**src/rtl/uart_cmd_pkg.sv**
```systemverilog
// Shared definitions for the UART command responder: FSM states, response
// bytes and command-byte field positions.
package uart_cmd_pkg;

    typedef enum logic [2:0] {
        IDLE,
        GET_DATA,
        GET_CSUM,
        EXEC,
        SEND,
        SEND_WAIT
    } state_t;

    localparam logic [7:0] ACK_BYTE = 8'h06;
    localparam logic [7:0] NAK_BYTE = 8'h15;

    localparam int CMD_WR_BIT  = 7;
    localparam int CMD_RSV_HI  = 6;
    localparam int CMD_RSV_LO  = 4;
    localparam int CMD_ADDR_HI = 3;
    localparam int CMD_ADDR_LO = 0;

endpackage

```
**src/rtl/uart_cmd_timeout.sv**
```systemverilog
// Inter-byte timeout: counts cycles while enabled, restarts on clear, and
// flags expiry on the TIMEOUT_CYCLES-th waiting cycle.
module uart_cmd_timeout #(
    parameter int TIMEOUT_CYCLES = 120000
) (
    input  logic clk,
    input  logic rst_n,
    input  logic clear,
    input  logic enable,
    output logic expired
);
    localparam int W = $clog2(TIMEOUT_CYCLES + 1);

    logic [W-1:0] count;

    assign expired = enable && (count == W'(TIMEOUT_CYCLES - 1));

    always_ff @(posedge clk) begin
        if (!rst_n || clear || !enable)
            count <= '0;
        else if (!expired)
            count <= count + 1'b1;
    end

endmodule

```
**src/rtl/uart_cmd_responder.sv**
```systemverilog
// Register read/write responder driven by received UART bytes.
// Define UART_CMD_CHECKSUM_EN to require a trailing XOR checksum byte per frame.
module uart_cmd_responder
    import uart_cmd_pkg::*;
#(
    parameter int TIMEOUT_CYCLES = 120000
) (
    input  logic       clk,
    input  logic       rst_n,
    input  logic       rx_valid,
    input  logic [7:0] rx_byte,
    input  logic       rx_error,
    input  logic       tx_busy,
    output logic       tx_start,
    output logic [7:0] tx_byte,
    output logic [3:0] reg_addr,
    output logic [7:0] reg_wdata,
    output logic       reg_we,
    input  logic [7:0] reg_rdata,
    output logic [7:0] err_count
);
    state_t state;
    logic   is_write;
    logic   wait_first;
    logic   expired;
    logic   err_inc;
    logic   rsv_bad;
`ifdef UART_CMD_CHECKSUM_EN
    logic [7:0] csum;
`endif

    assign rsv_bad = rx_byte[CMD_RSV_HI:CMD_RSV_LO] != 3'b000;

    uart_cmd_timeout #(.TIMEOUT_CYCLES(TIMEOUT_CYCLES)) u_timeout (
        .clk     (clk),
        .rst_n   (rst_n),
        .clear   (rx_valid),
        .enable  (state == GET_DATA || state == GET_CSUM),
        .expired (expired)
    );

    // Any error cause in a cycle bumps the counter once.
    always_comb begin
        err_inc = 1'b0;
        case (state)
            IDLE:            err_inc = rx_error || (rx_valid && rsv_bad);
            GET_DATA:        err_inc = rx_error || (!rx_valid && expired);
`ifdef UART_CMD_CHECKSUM_EN
            GET_CSUM:        err_inc = rx_error || (rx_valid && rx_byte != csum) || (!rx_valid && expired);
`endif
            EXEC:            err_inc = rx_error || rx_valid;
            SEND, SEND_WAIT: err_inc = rx_valid;
            default:         err_inc = 1'b0;
        endcase
    end

    always_ff @(posedge clk) begin
        if (!rst_n) begin
            state      <= IDLE;
            tx_start   <= 1'b0;
            tx_byte    <= 8'h00;
            reg_addr   <= 4'h0;
            reg_wdata  <= 8'h00;
            reg_we     <= 1'b0;
            err_count  <= 8'h00;
            is_write   <= 1'b0;
            wait_first <= 1'b0;
`ifdef UART_CMD_CHECKSUM_EN
            csum       <= 8'h00;
`endif
        end else begin
            tx_start <= 1'b0;
            reg_we   <= 1'b0;
            if (err_inc && err_count != 8'hFF)
                err_count <= err_count + 8'd1;

            case (state)
                IDLE: begin
                    if (!rx_error && rx_valid) begin
                        reg_addr <= rx_byte[CMD_ADDR_HI:CMD_ADDR_LO];
                        is_write <= rx_byte[CMD_WR_BIT];
`ifdef UART_CMD_CHECKSUM_EN
                        csum     <= rx_byte;
`endif
                        if (rsv_bad) begin
                            tx_byte  <= NAK_BYTE;
                            tx_start <= !tx_busy;
                            state    <= SEND;
                        end else if (rx_byte[CMD_WR_BIT]) begin
                            state <= GET_DATA;
                        end else begin
`ifdef UART_CMD_CHECKSUM_EN
                            state <= GET_CSUM;
`else
                            state <= EXEC;
`endif
                        end
                    end
                end
                GET_DATA: begin
                    if (rx_error) begin
                        state <= IDLE;
                    end else if (rx_valid) begin
                        reg_wdata <= rx_byte;
`ifdef UART_CMD_CHECKSUM_EN
                        csum  <= csum ^ rx_byte;
                        state <= GET_CSUM;
`else
                        reg_we <= 1'b1;
                        state  <= EXEC;
`endif
                    end else if (expired) begin
                        state <= IDLE;
                    end
                end
`ifdef UART_CMD_CHECKSUM_EN
                GET_CSUM: begin
                    if (rx_error) begin
                        state <= IDLE;
                    end else if (rx_valid) begin
                        if (rx_byte == csum) begin
                            reg_we <= is_write;
                            state  <= EXEC;
                        end else begin
                            tx_byte  <= NAK_BYTE;
                            tx_start <= !tx_busy;
                            state    <= SEND;
                        end
                    end else if (expired) begin
                        state <= IDLE;
                    end
                end
`endif
                // reg_rdata reflects reg_addr from the previous edge here.
                EXEC: begin
                    if (rx_error) begin
                        state <= IDLE;
                    end else begin
                        tx_byte  <= is_write ? ACK_BYTE : reg_rdata;
                        tx_start <= !tx_busy;
                        state    <= SEND;
                    end
                end
                SEND: begin
                    if (tx_start) begin
                        wait_first <= 1'b1;
                        state      <= SEND_WAIT;
                    end else if (!tx_busy) begin
                        tx_start <= 1'b1;
                    end
                end
                SEND_WAIT: begin
                    if (wait_first)
                        wait_first <= 1'b0;
                    else if (!tx_busy)
                        state <= IDLE;
                end
                default: state <= IDLE;
            endcase
        end
    end

endmodule

```
**config.mk**
```make
export PLATFORM = sky130hd
export DESIGN_NAME = uart_cmd_responder
export DESIGN_NICKNAME = d
export VERILOG_FILES = /design/src/rtl/uart_cmd_pkg.sv /design/src/rtl/uart_cmd_timeout.sv /design/src/rtl/uart_cmd_responder.sv
export SDC_FILE = /design/constraint.sdc
export NUM_CORES = 1
export LEC_CHECK = 0
export ABC_AREA = 1
export BUFFER_PORTS_ARGS = -buffer_cell sky130_fd_sc_hd__clkbuf_2
export CORE_MARGIN = 10
export CORE_UTILIZATION = 59
export DETAILED_ROUTE_END_ITERATION = 8
export PLACE_DENSITY_LB_ADDON = 0.2
export SLEW_MARGIN = 20
export SYNTH_ARGS = -nofsm -noshare
export SYNTH_HDL_FRONTEND = slang
export SYNTH_HIERARCHICAL = 1
export SYNTH_SLANG_ARGS = --single-unit
```
**constraint.sdc**
```tcl
create_clock -name clk -period 4.45 [get_ports clk]
set_clock_uncertainty 0.2 [all_clocks]
set_input_delay 0.2225 -clock clk [delete_from_list [all_inputs] [get_ports clk]]
set_output_delay 0.2225 -clock clk [all_outputs]
set_load 0.05 [all_outputs]
```
==> results.cfg <==
[outcome]
status = finished, violations left
violations = negative hold slack

[logic_synthesis]
yosys_warnings = 6
syn-cell-area_mm2 = 0.00259
seq_area_frac_synth_pct = 40.2
synth_seq_cells = 52
syn_nets = 387
syn_inst = 364
avgSynthCellArea_um2 = 7.12
ys_types = 34

[flow_run]
maxCapViolCount = 0

[min_path]
hold_end = tx_byte[2]
min-delay-start = reg_rdata[2]
hold_class = in2reg
min_path_cells = 3

[critical_path]
crit_type = reg2reg
reg2reg_to = err_count[6]
start_kind = flop
cp_data_required_time_ns = 4.43
reg2regPathDepth = 18
crit_arrival_ns = 2.50
endpoint_kind = flop
crit_fanout = 10
r2r_slack_ns = 1.93
reg2reg_from = state[1]

[clocking]
cts.clk_slew.worst_paths_ns = 0.10
clk_path_buf_depth = 2
cts.sinks = 52
cts-htree-levels = 2
postCtsSetupRepairBufs = 0
cts_tree = built
clock_latency_ns = 0.30
cts_root_buffer = clkbuf_8
numCtsBuffers = 5

[cells_and_area]
final_nets = 454
antenna_cells = 0
syn_to_final_growth_pct = 21.0
drive_gt1_share_pct = 20.6

[sta]
final.period_utilization_pct = 56.6
fin_tns_setup_ns = 0
max_freq_ghz = 0.397
hold_slack_ns = -0.000280
finalHoldViolCount = 1
finalSetupViolations = 0
worst_pin_slew_ns = 0.572
final_max_slew_viol_count = 0
max_slew_margin_pct = 61.8
final.min_clock_period_ns = 2.52
rsz0062_at_grt = no

[drt]
routed_wl_um = 6240
wl_per_cell_um = 12.9
drtPass1Iterations = 4
routed_via_density = 5.23
drc = 0
vias = 2530
ant_nets = 0
drt_iter0_markers = 157

[power]
powerDensity_mw_per_mm2 = 385
total_power_uw = 1210
p_leak_uw = 0.00126
ir_worst_vdd_mv = 0.233

[floorplan]
rows = 24
core_area_mm2 = 0.00429
die-area_mm2 = 0.00744
die_h_um = 86.3
die_w_um = 86.3
io_pins = 51
initial_core_util_pct = 60.3

[placed_design]
port_buffers = 50
gp_congestion = 0.912
hpwl_um = 4500

[global_routing]
grt-ovfl-total = 0
antenna_found_initial = 0
track_usage_pct = 17.7
grt_max_degree = 20
grt_pass1_vias = 2487
grt_first_pass_wirelength_um = 11200
-- layout by cell type, fill, tap and decap left out, drive strengths merged --
| master | synthesis | routed |
|---|---|---|
| nand2 | 74 | 74 |
| nor2 | 70 | 70 |
| clkbuf | 1 | 56 |
| dfxtp | 52 | 52 |
| inv | 39 | 40 |
| nand3 | 35 | 35 |
| a21oi | 32 | 32 |
| o21ai | 24 | 24 |
| dlygate4sd3 | 0 | 14 |
| xnor2 | 8 | 8 |
| nand4 | 5 | 5 |
| xor2 | 4 | 4 |
| a31oi | 4 | 4 |
| nor3 | 4 | 4 |
| clkinv | 3 | 3 |
| ha | 2 | 2 |
| a211oi | 2 | 2 |
| o21a | 1 | 1 |
| o211ai | 1 | 1 |
| bufinv | 0 | 1 |
-- state kept, by name (all words and copies together), names as in the netlist --
signal,flops
state,3
reg_wdata,8
tx_start,1
u_timeout/count,17
tx_byte,8
reg_we,1
wait_first,1
reg_addr,4
is_write,1
err_count,8
-- Yosys cell counts --
master / n / share of area [%]
dfxtp_1: 52 / 40
buf_6: 1 / 0.43
nand2_2: 8 / 1.9
a21oi_4: 1 / 0.63
nor2_1: 62 / 9.0
o21ai_0: 16 / 3.1
nand3_2: 1 / 0.39
nor2_2: 5 / 1.2
nor2_4: 3 / 1.3
o21a_1: 1 / 0.29
a211oi_1: 1 / 0.29
inv_2: 3 / 0.43
inv_1: 36 / 5.2
buf_2: 1 / 0.19
nand4_1: 5 / 1.2
a21oi_1: 27 / 5.2
o21ai_1: 6 / 1.2
clkinv_1: 2 / 0.29
nor3_4: 1 / 0.63
nand3_1: 32 / 6.2
buf_1: 1 / 0.14
a211oi_2: 1 / 0.48
a31oi_1: 4 / 0.97
clkbuf_1: 1 / 0.14
xnor2_1: 8 / 2.7
o21ai_2: 2 / 0.68
xor2_1: 4 / 1.4
ha_1: 2 / 0.97
nand3_4: 2 / 1.4
nor3_1: 3 / 0.58
o211ai_1: 1 / 0.29
clkinv_2: 1 / 0.19
nand2_1: 66 / 9.6
a21oi_2: 4 / 1.4
-- report_power, final --
group | total, µW | leakage, µW | internal, µW | switching [µW]
Clock | 324 | 0.0000558 | 170 | 154
Sequential | 537 | 0.000421 | 503 | 33.6
Combinational | 346 | 0.000784 | 94.0 | 252
-- worst max path at each step --
| stage | endpoint | cells after the start | slack [ns] | start |
|---|---|---|---|---|
| after floorplan | err_count[4] | 18 | 2.34 | state[1] |
| after global placement | err_count[1] | 18 | 2.05 | state[1] |
| after detailed placement | err_count[6] | 18 | 1.95 | state[1] |
| after CTS | err_count[6] | 18 | 1.91 | state[1] |
| after global routing | err_count[7] | 18 | 1.56 | state[1] |
| final | err_count[6] | 18 | 1.93 | state[1] |
-- cell type report --
type | instances | area (µm²)
Clock buffer | 6 | 72.6
Clock inverter | 2 | 38.8
Fill cell | 364 | 1160
Inverter | 42 | 159
Multi-Input combinational cell | 266 | 1370
Sequential cell | 52 | 1040
Tap cell | 52 | 65.1
Timing Repair Buffer | 64 | 390
-- kinds of logic (layout without fill, tap and decap cells) --
logic type               count (synthesis)  after routing  synth area share, %
AO/OA/AOI/OAI                           64             64                 14.4
flip-flops                              52             52                 40.2
XOR/XNOR                                12             12                 4.06
adder cells (fa/ha/maj)                  2              2                0.966
buffers and inverters                   46            114                 7.05
AND/OR/NAND/NOR                        188            188                 33.3
-- worst max-delay path, stage by stage (launching register included) --
cell and delay, ns:
dfxtp_1 0.36, inv_1 0.18, nand3_2 0.16, nand2_1 0.18, nand2_1 0.07, inv_1 0.05, nand2_1 0.06, nor2_1 0.12
nand4_1 0.12, inv_1 0.10, nand2_1 0.06, nor2_1 0.11, nor2_1 0.06, nand2_1 0.06, nand2_1 0.06, nand2_2 0.17
nand2_2 0.14, nand2_1 0.09, a21oi_1 0.05
-- stage by stage --
stage	hold WS, ns	cell area (µm²)	std cells	util [%]	worst slack [ns]
after floorplan	0.134	2590	364	-	2.34
after global placement	0.252	2880	462	67.1	2.05
after detailed placement	0.258	2880	462	67.1	1.95
after CTS	0.00526	3130	484	73.0	1.91
after global routing	0.00233	3130	484	73.0	1.56
final	-0.000280	3130	484	73.0	1.93
-- timing repair --
item | 4_1_cts | 5_1_grt
hold buffers | 14 | 0
gates resized for setup | 0 | 0
hold endpoints to repair | 14 | 0
-- metal layers --
metal | global-route usage (%) | up-vias | share of wire, %
met2 | 29.6 | 75 | 47
met4 | 4.71 | 0 | 1.2
met5 | 0 | - | 0
met3 | 6.00 | 7 | 7.9
li1 | - | 1311 | -
met1 | 21.1 | 1137 | 43
Note: power is estimated with default switching activity, not from simulation.
